## src/rtl/step_input_conditioner.sv

```systemverilog
// Front-panel button conditioner: synchronises and debounces the manual-step
// toggle and step buttons, then shapes them into clean pulses for the clock module.

module step_input_debouncer #(
  parameter int unsigned DEBOUNCE_CYCLES = 250000
) (
  input  logic i_SYS_CLOCK,
  input  logic i_RESET_n,
  input  logic raw,
  output logic level,
  output logic rise
);

  localparam logic [31:0] LAST = 32'(DEBOUNCE_CYCLES - 1);

  logic [1:0]  sync;
  logic [31:0] cnt;
  logic        expire;

  // The level flips on the edge where the disagreement run would reach DEBOUNCE_CYCLES.
  assign expire = (sync[1] != level) && (cnt == LAST);
  assign rise   = expire && !level;

  // NOTE: sequential state uses non-blocking assignments so every flop samples pre-edge values.
  always_ff @(posedge i_SYS_CLOCK or negedge i_RESET_n) begin
    if (!i_RESET_n) begin
      sync  <= '0;
      cnt   <= '0;
      level <= 1'b0;
    end else begin
      sync <= {sync[0], raw};
      if (sync[1] == level) begin
        cnt <= '0;
      end else if (expire) begin
        level <= ~level;
        cnt   <= '0;
      end else begin
        cnt <= cnt + 32'd1;
      end
    end
  end

endmodule

module step_input_conditioner #(
  parameter int unsigned DEBOUNCE_CYCLES = 250000,
  parameter int unsigned PULSE_CYCLES    = 4,
  parameter bit          REPEAT_ENABLE   = 1'b1,
  parameter int unsigned REPEAT_DELAY    = 25000000,
  parameter int unsigned REPEAT_PERIOD   = 5000000
) (
  input  logic i_SYS_CLOCK,
  input  logic i_RESET_n,
  input  logic i_BTN_TOGGLE,
  input  logic i_BTN_STEP,
  output logic o_STEP_TOGGLE,
  output logic o_STEP_CLOCK,
  output logic o_TOGGLE_LEVEL,
  output logic o_STEP_LEVEL
);

  localparam logic [31:0] PULSE_LAST  = 32'(PULSE_CYCLES - 1);
  localparam logic [31:0] DELAY_LAST  = 32'(REPEAT_DELAY - 1);
  localparam logic [31:0] PERIOD_LAST = 32'(REPEAT_PERIOD - 1);
  localparam logic [31:0] CNT_MAX     = '1;

  typedef enum logic [1:0] {
    S_IDLE,
    S_PULSE,
    S_WAIT
  } step_state_e;

  step_state_e state_q, state_d;
  logic [31:0] r_CNT, cnt_d;
  logic        r_FIRST, first_d;
  logic [31:0] wait_last;
  logic        tog_rise;
  logic        stp_rise;

  step_input_debouncer #(.DEBOUNCE_CYCLES(DEBOUNCE_CYCLES)) u_toggle_db (
    .i_SYS_CLOCK (i_SYS_CLOCK),
    .i_RESET_n   (i_RESET_n),
    .raw         (i_BTN_TOGGLE),
    .level       (o_TOGGLE_LEVEL),
    .rise        (tog_rise)
  );

  step_input_debouncer #(.DEBOUNCE_CYCLES(DEBOUNCE_CYCLES)) u_step_db (
    .i_SYS_CLOCK (i_SYS_CLOCK),
    .i_RESET_n   (i_RESET_n),
    .raw         (i_BTN_STEP),
    .level       (o_STEP_LEVEL),
    .rise        (stp_rise)
  );

  // The first gap after a press is the long hold-off; later gaps are the repeat period.
  assign wait_last = r_FIRST ? DELAY_LAST : PERIOD_LAST;

  // NOTE: every signal gets a default before the case so no path can infer a latch.
  always_comb begin
    state_d = state_q;
    cnt_d   = r_CNT;
    first_d = r_FIRST;
    case (state_q)
      S_IDLE: begin
        if (stp_rise) begin
          state_d = S_PULSE;
          cnt_d   = '0;
          first_d = 1'b1;
        end
      end
      S_PULSE: begin
        if (r_CNT == PULSE_LAST) begin
          state_d = S_WAIT;
          cnt_d   = '0;
        end else begin
          cnt_d = r_CNT + 32'd1;
        end
      end
      S_WAIT: begin
        // Release is honoured only after the minimum low time has elapsed.
        if (!o_STEP_LEVEL && (r_CNT >= PULSE_LAST)) begin
          state_d = S_IDLE;
        end else if (REPEAT_ENABLE && o_STEP_LEVEL && (r_CNT == wait_last)) begin
          state_d = S_PULSE;
          cnt_d   = '0;
          first_d = 1'b0;
        end else if (r_CNT != CNT_MAX) begin
          cnt_d = r_CNT + 32'd1;
        end
      end
      default: state_d = S_IDLE;
    endcase
  end

  always_ff @(posedge i_SYS_CLOCK or negedge i_RESET_n) begin
    if (!i_RESET_n) begin
      state_q       <= S_IDLE;
      r_CNT         <= '0;
      r_FIRST       <= 1'b0;
      o_STEP_CLOCK  <= 1'b0;
      o_STEP_TOGGLE <= 1'b0;
    end else begin
      state_q       <= state_d;
      r_CNT         <= cnt_d;
      r_FIRST       <= first_d;
      o_STEP_CLOCK  <= (state_d == S_PULSE);
      o_STEP_TOGGLE <= tog_rise;
    end
  end

endmodule

```

## config.mk

```make
export PLATFORM = sky130hd
export DESIGN_NAME = step_input_conditioner
export DESIGN_NICKNAME = d
export VERILOG_FILES = /design/src/rtl/step_input_conditioner.sv
export SDC_FILE = /design/constraint.sdc
export NUM_CORES = 1
export LEC_CHECK = 0
export ABC_AREA = 0
export CAP_MARGIN = 25
export CORE_AREA = 2 2 125 127
export DETAILED_ROUTE_END_ITERATION = 7
export DIE_AREA = 0 0 127 129
export PLACE_DENSITY = 0.59
export REMOVE_ABC_BUFFERS = 1
export SLEW_MARGIN = 0
export SYNTH_ARGS = -nofsm -noshare
export SYNTH_HDL_FRONTEND = slang
export SYNTH_HIERARCHICAL = 1
export SYNTH_SLANG_ARGS = --single-unit
export TNS_END_PERCENT = 30
```

## constraint.sdc

```tcl
create_clock -name i_SYS_CLOCK -period 3.8 [get_ports i_SYS_CLOCK]
set_clock_uncertainty 0.05 [all_clocks]
set_input_delay 1.14 -clock i_SYS_CLOCK [delete_from_list [all_inputs] [get_ports i_SYS_CLOCK]]
set_output_delay 1.14 -clock i_SYS_CLOCK [all_outputs]
set_load 0.02 [all_outputs]
```

==> metrics.md <==
| Metric | Value |
|---|---|
| Share of the clock period used by the worst path after layout | `84.6%` |
| Post-placement setup slack | `655 ps` |
| Final net count | `655` |
| TritonCTS clock tree | `done` |
| Number of vias in the routed layout | `4824` |
| Std-Cell Rows | `45` |
| Number of input and output port buffers inserted | `7` |
| Aggregate global routing overflow | `0` |
| Reg power frac | `52.0%` |
| Count of flip-flops with a built-in enable after synthesis | `0` |
| Count of synthesis-stage warnings from yosys | `6` |
| Clock Sinks | `107` |
| Avg WL per Cell | `16.1 um` |
| Setup slack of the critical path after layout | `587 ps` |
| Worst stage delay on the critical path | `470 ps` |
| Total area of sequential cells | `0.00268 sq mm` |
| Library cell used as clock root buffer | `clkbuf_16` |
| Max-slew violation count | `0` |
| Summed instance area of the synthesized netlist | `0.00620 sq mm` |
| RSZ-0062 raised after global routing | `false` |
| Critical path startpoint category | `register` |
| Number of cells produced by synthesis | `639` |
| Post-CTS Setup Inserts | `0` |
| Number of buffers inserted during clock tree synthesis | `9` |
| Avg Inst Size Synth | `9.70 sq um` |
| Wire length of the first global-routing pass | `23600 um` |
| Outcome | `completed` |
| Number of cells on the worst hold path | `0` |
| Max Clock Freq | `0.311 GHz` |
| Relative slew slack | `46.7%` |
| Setup total negative slack | `0 ps` |
| Routed Wire Length | `13500 um` |
| Die ar. | `0.0164 sq mm` |
| Synth-to-Final Area Change | `8.06%` |
| Final cell utilization of the core | `44.7%` |
| Worst path arrival time | `3390 ps` |
| Min-Delay Path Class | `register to register` |
| Classification of the worst setup path | `register to register` |
| Proportion of synthesized chip area in sequential cells | `43.2%` |
| Final critical path time including I/O delays and setup | `3210 ps` |
| Fill cell count | `1467` |
| Clock Tree Buf Depth | `2` |
| Number of hold-slack violations in the final timing report | `0` |
| Share of flip-flops with an asynchronous set or reset | `100%` |
| Tot Pwr | `2210 uW` |
| # Max-Cap Violations | `0` |
| FF+latch count, synth | `107` |
| Share of layout cells above drive strength 1 | `16.3%` |
| Cell Chain, Critical Path | `ha_1 -> nand3_4 -> nor3_4 -> nand3_2 -> nor3b_1 -> nor2_1 -> nor2_1 -> nand3_2 -> nand2b_2 -> o311ai_1` |
| Total of cells resized after clock tree synthesis | `0` |
| Number of different library cells in the post-synthesis netlist | `63` |
| Share of the synthesized area in the top cell type | `43.2%` |
| Power density of the placed cells | `331 mW/mm^2` |
| Most common cell after layout, fill and taps aside | `dfrtp_1` |
| Area of the core region | `0.0150 sq mm` |
| CP Buf/Inv Count | `0` |
| Starting utilization of the core area | `41.4%` |
| Part of the power in the clock network | `45.4%` |
| Maximum VDD drop | `220 uV` |
| Power spent charging and discharging nets | `476 uW` |
| Endpoint type of the worst setup path | `register` |
| Largest delay share family, worst path | `simple AND/OR/NAND/NOR gates` |
| # H-tree levels | `3` |
| Slew @ Worst Pin | `800 ps` |
| Power share of the combinational group | `2.5%` |
| Internal Power | `1740 uW` |
| Number of antenna violations at the first check in global routing | `0` |
| I/O pins | `8` |
| Overall Global Routing Usage | `17.8%` |
| Height of the die | `129 um` |
| Critical path required time | `3980 ps` |
| Top flip-flop cell by instance count after synthesis | `dfrtp_1` |
| Detailed placer's ending HPWL | `9420 um` |
| Vias/cell | `5.76` |
| Commonest non-fill, non-tap cells in the layout | `107 x dfrtp_1, 52 x nor2_1, 52 x nand2_1` |
| Leading area contributor after synthesis | `dfrtp_1` |
| Clock latency reported for the late side of the worst-skew pair | `350 ps` |
| Number of nets with antenna violations after detailed routing | `0` |
| Number of global-route vias before repair | `4782` |
| Largest cells by area after synthesis | `dfrtp_1 43%, xor2_1 4.5%, nor2_2 4.2%, nand3_1 4.0%, nand4_1 3.4%` |
| Critical path fanouts, max | `24` |
| # hold bufs at CTS | `0` |
| Pin count of the biggest net entering global routing | `47` |
| Detailed-route DRC error count | `0` |
| GPL Wtd Cong | `0.838` |
| Worst reg-to-reg path cell count | `10` |
| Number of inserted diodes | `0` |
| Static leakage | `0.00259 uW` |
| Clock slew seen by the registers of the worst setup and hold paths | `70 ps` |
| Starting DRT DRC Count | `373` |
| DIE WIDTH | `127 um` |
| Switching fraction of total power | `21.5%` |
| Final setup violating endpoints | `0` |
| Count of cell instances traversed by the critical path | `10` |
| Slowest cell on the critical path | `nand2b_2` |
| Drt first pass iters | `4` |
| Area of the multi-input gates | `0.00328 sq mm` |
==> metrics by stage <==
step / hold WS [ps] / std cells / area [sq um]
floorplan: 281 / 619 / 6020
global placement: 283 / 821 / 6380
detailed placement: 285 / 821 / 6380
CTS: 300 / 837 / 6700
global route: 314 / 837 / 6700
finish: 298 / 837 / 6700
==> synth_stat cells (6+ instances only) <==
library cell,n
a21oi_1,9
a2bb2oi_1,8
and2_1,10
and3_1,9
and4_1,11
buf_2,8
dfrtp_1,107
ha_1,7
inv_1,17
nand2_1,52
nand3_1,50
nand4_1,34
nor2_1,52
nor2_2,42
nor3_1,12
nor4_1,16
o21ai_0,9
o311ai_1,6
o31ai_1,9
or2_2,6
or3_1,7
or4_1,8
xnor2_1,22
xor2_1,32
==> worst paths after layout <==
path / start / endpoint / slack [ps]
max: u_step_db/cnt[0]$_DFF_PN0_ / r_CNT[10]$_DFFE_PN0P_ / 590
min: u_toggle_db/sync[0]$_DFF_PN0_ / u_toggle_db/sync[1]$_DFF_PN0_ / 300
max reg2reg: u_step_db/cnt[0]$_DFF_PN0_ / r_CNT[10]$_DFFE_PN0P_ / 590
min reg2reg: u_toggle_db/sync[0]$_DFF_PN0_ / u_toggle_db/sync[1]$_DFF_PN0_ / 300
max in group asynchronous: i_RESET_n / r_CNT[30]$_DFFE_PN0P_ / 2160
min in group asynchronous: i_RESET_n / u_step_db/cnt[8]$_DFF_PN0_ / 750
==> layout make-up <==
class                   instances  share of cell area, %
well taps                     188                   3.51
inverters                      17                  0.953
flip-flops and latches        107                   40.0
clock buffers                  10                   3.42
multi-input cells             495                   49.0
repair buffers                 14                   1.79
clock inverters                 6                   1.31
==> worst register-to-register path, delay by kind of cell (launching register included) <==
family	cells	cell delay [ps]
and+or+nand+nor	8	1950
AOI/OAI and AO/OA	1	450
adders and majority gates	1	250
DFF	1	400
==> metal layers <==
metal  global-route usage (%)  vias up  share of wire, %
li1                         -     2336                 -
met1                     23.7     2406                48
met2                     29.5       74                48
met3                     3.99        8               3.3
met4                     4.59        0              0.80
met5                        0        -                 0
==> flip-flops by register name, indices dropped and copies added (netlist names) <==
signal / flops
o_STEP_CLOCK: 1
u_step_db/level: 1
o_STEP_TOGGLE: 1
r_FIRST: 1
u_toggle_db/level: 1
u_step_db/cnt: 32
state_q: 2
r_CNT: 32
u_step_db/sync: 2
u_toggle_db/sync: 2
u_toggle_db/cnt: 32
==> kinds of logic after synthesis <==
| logic type | synth area share [%] |
|---|---|
| flip-flops | 43.2 |
| adder cells (fa/ha/maj) | 1.41 |
| AND/OR/NAND/NOR | 33.0 |
| AO/OA/AOI/OAI | 10.3 |
| multiplexers | 0.686 |
| buffers and inverters | 3.82 |
| XOR/XNOR | 7.63 |
==> power groups by stage <==
stage	combinational, uW	clock (uW)	sequential (uW)
6_report	56.0	1010	1150
5_1_grt	65.1	1100	1150
4_1_cts	59.7	1050	1150
3_5_place_dp	59.4	0	1170
3_3_place_gp	58.8	0	1170
2_1_floorplan	24.0	0	1170
(Power assumes the default switching activity.)
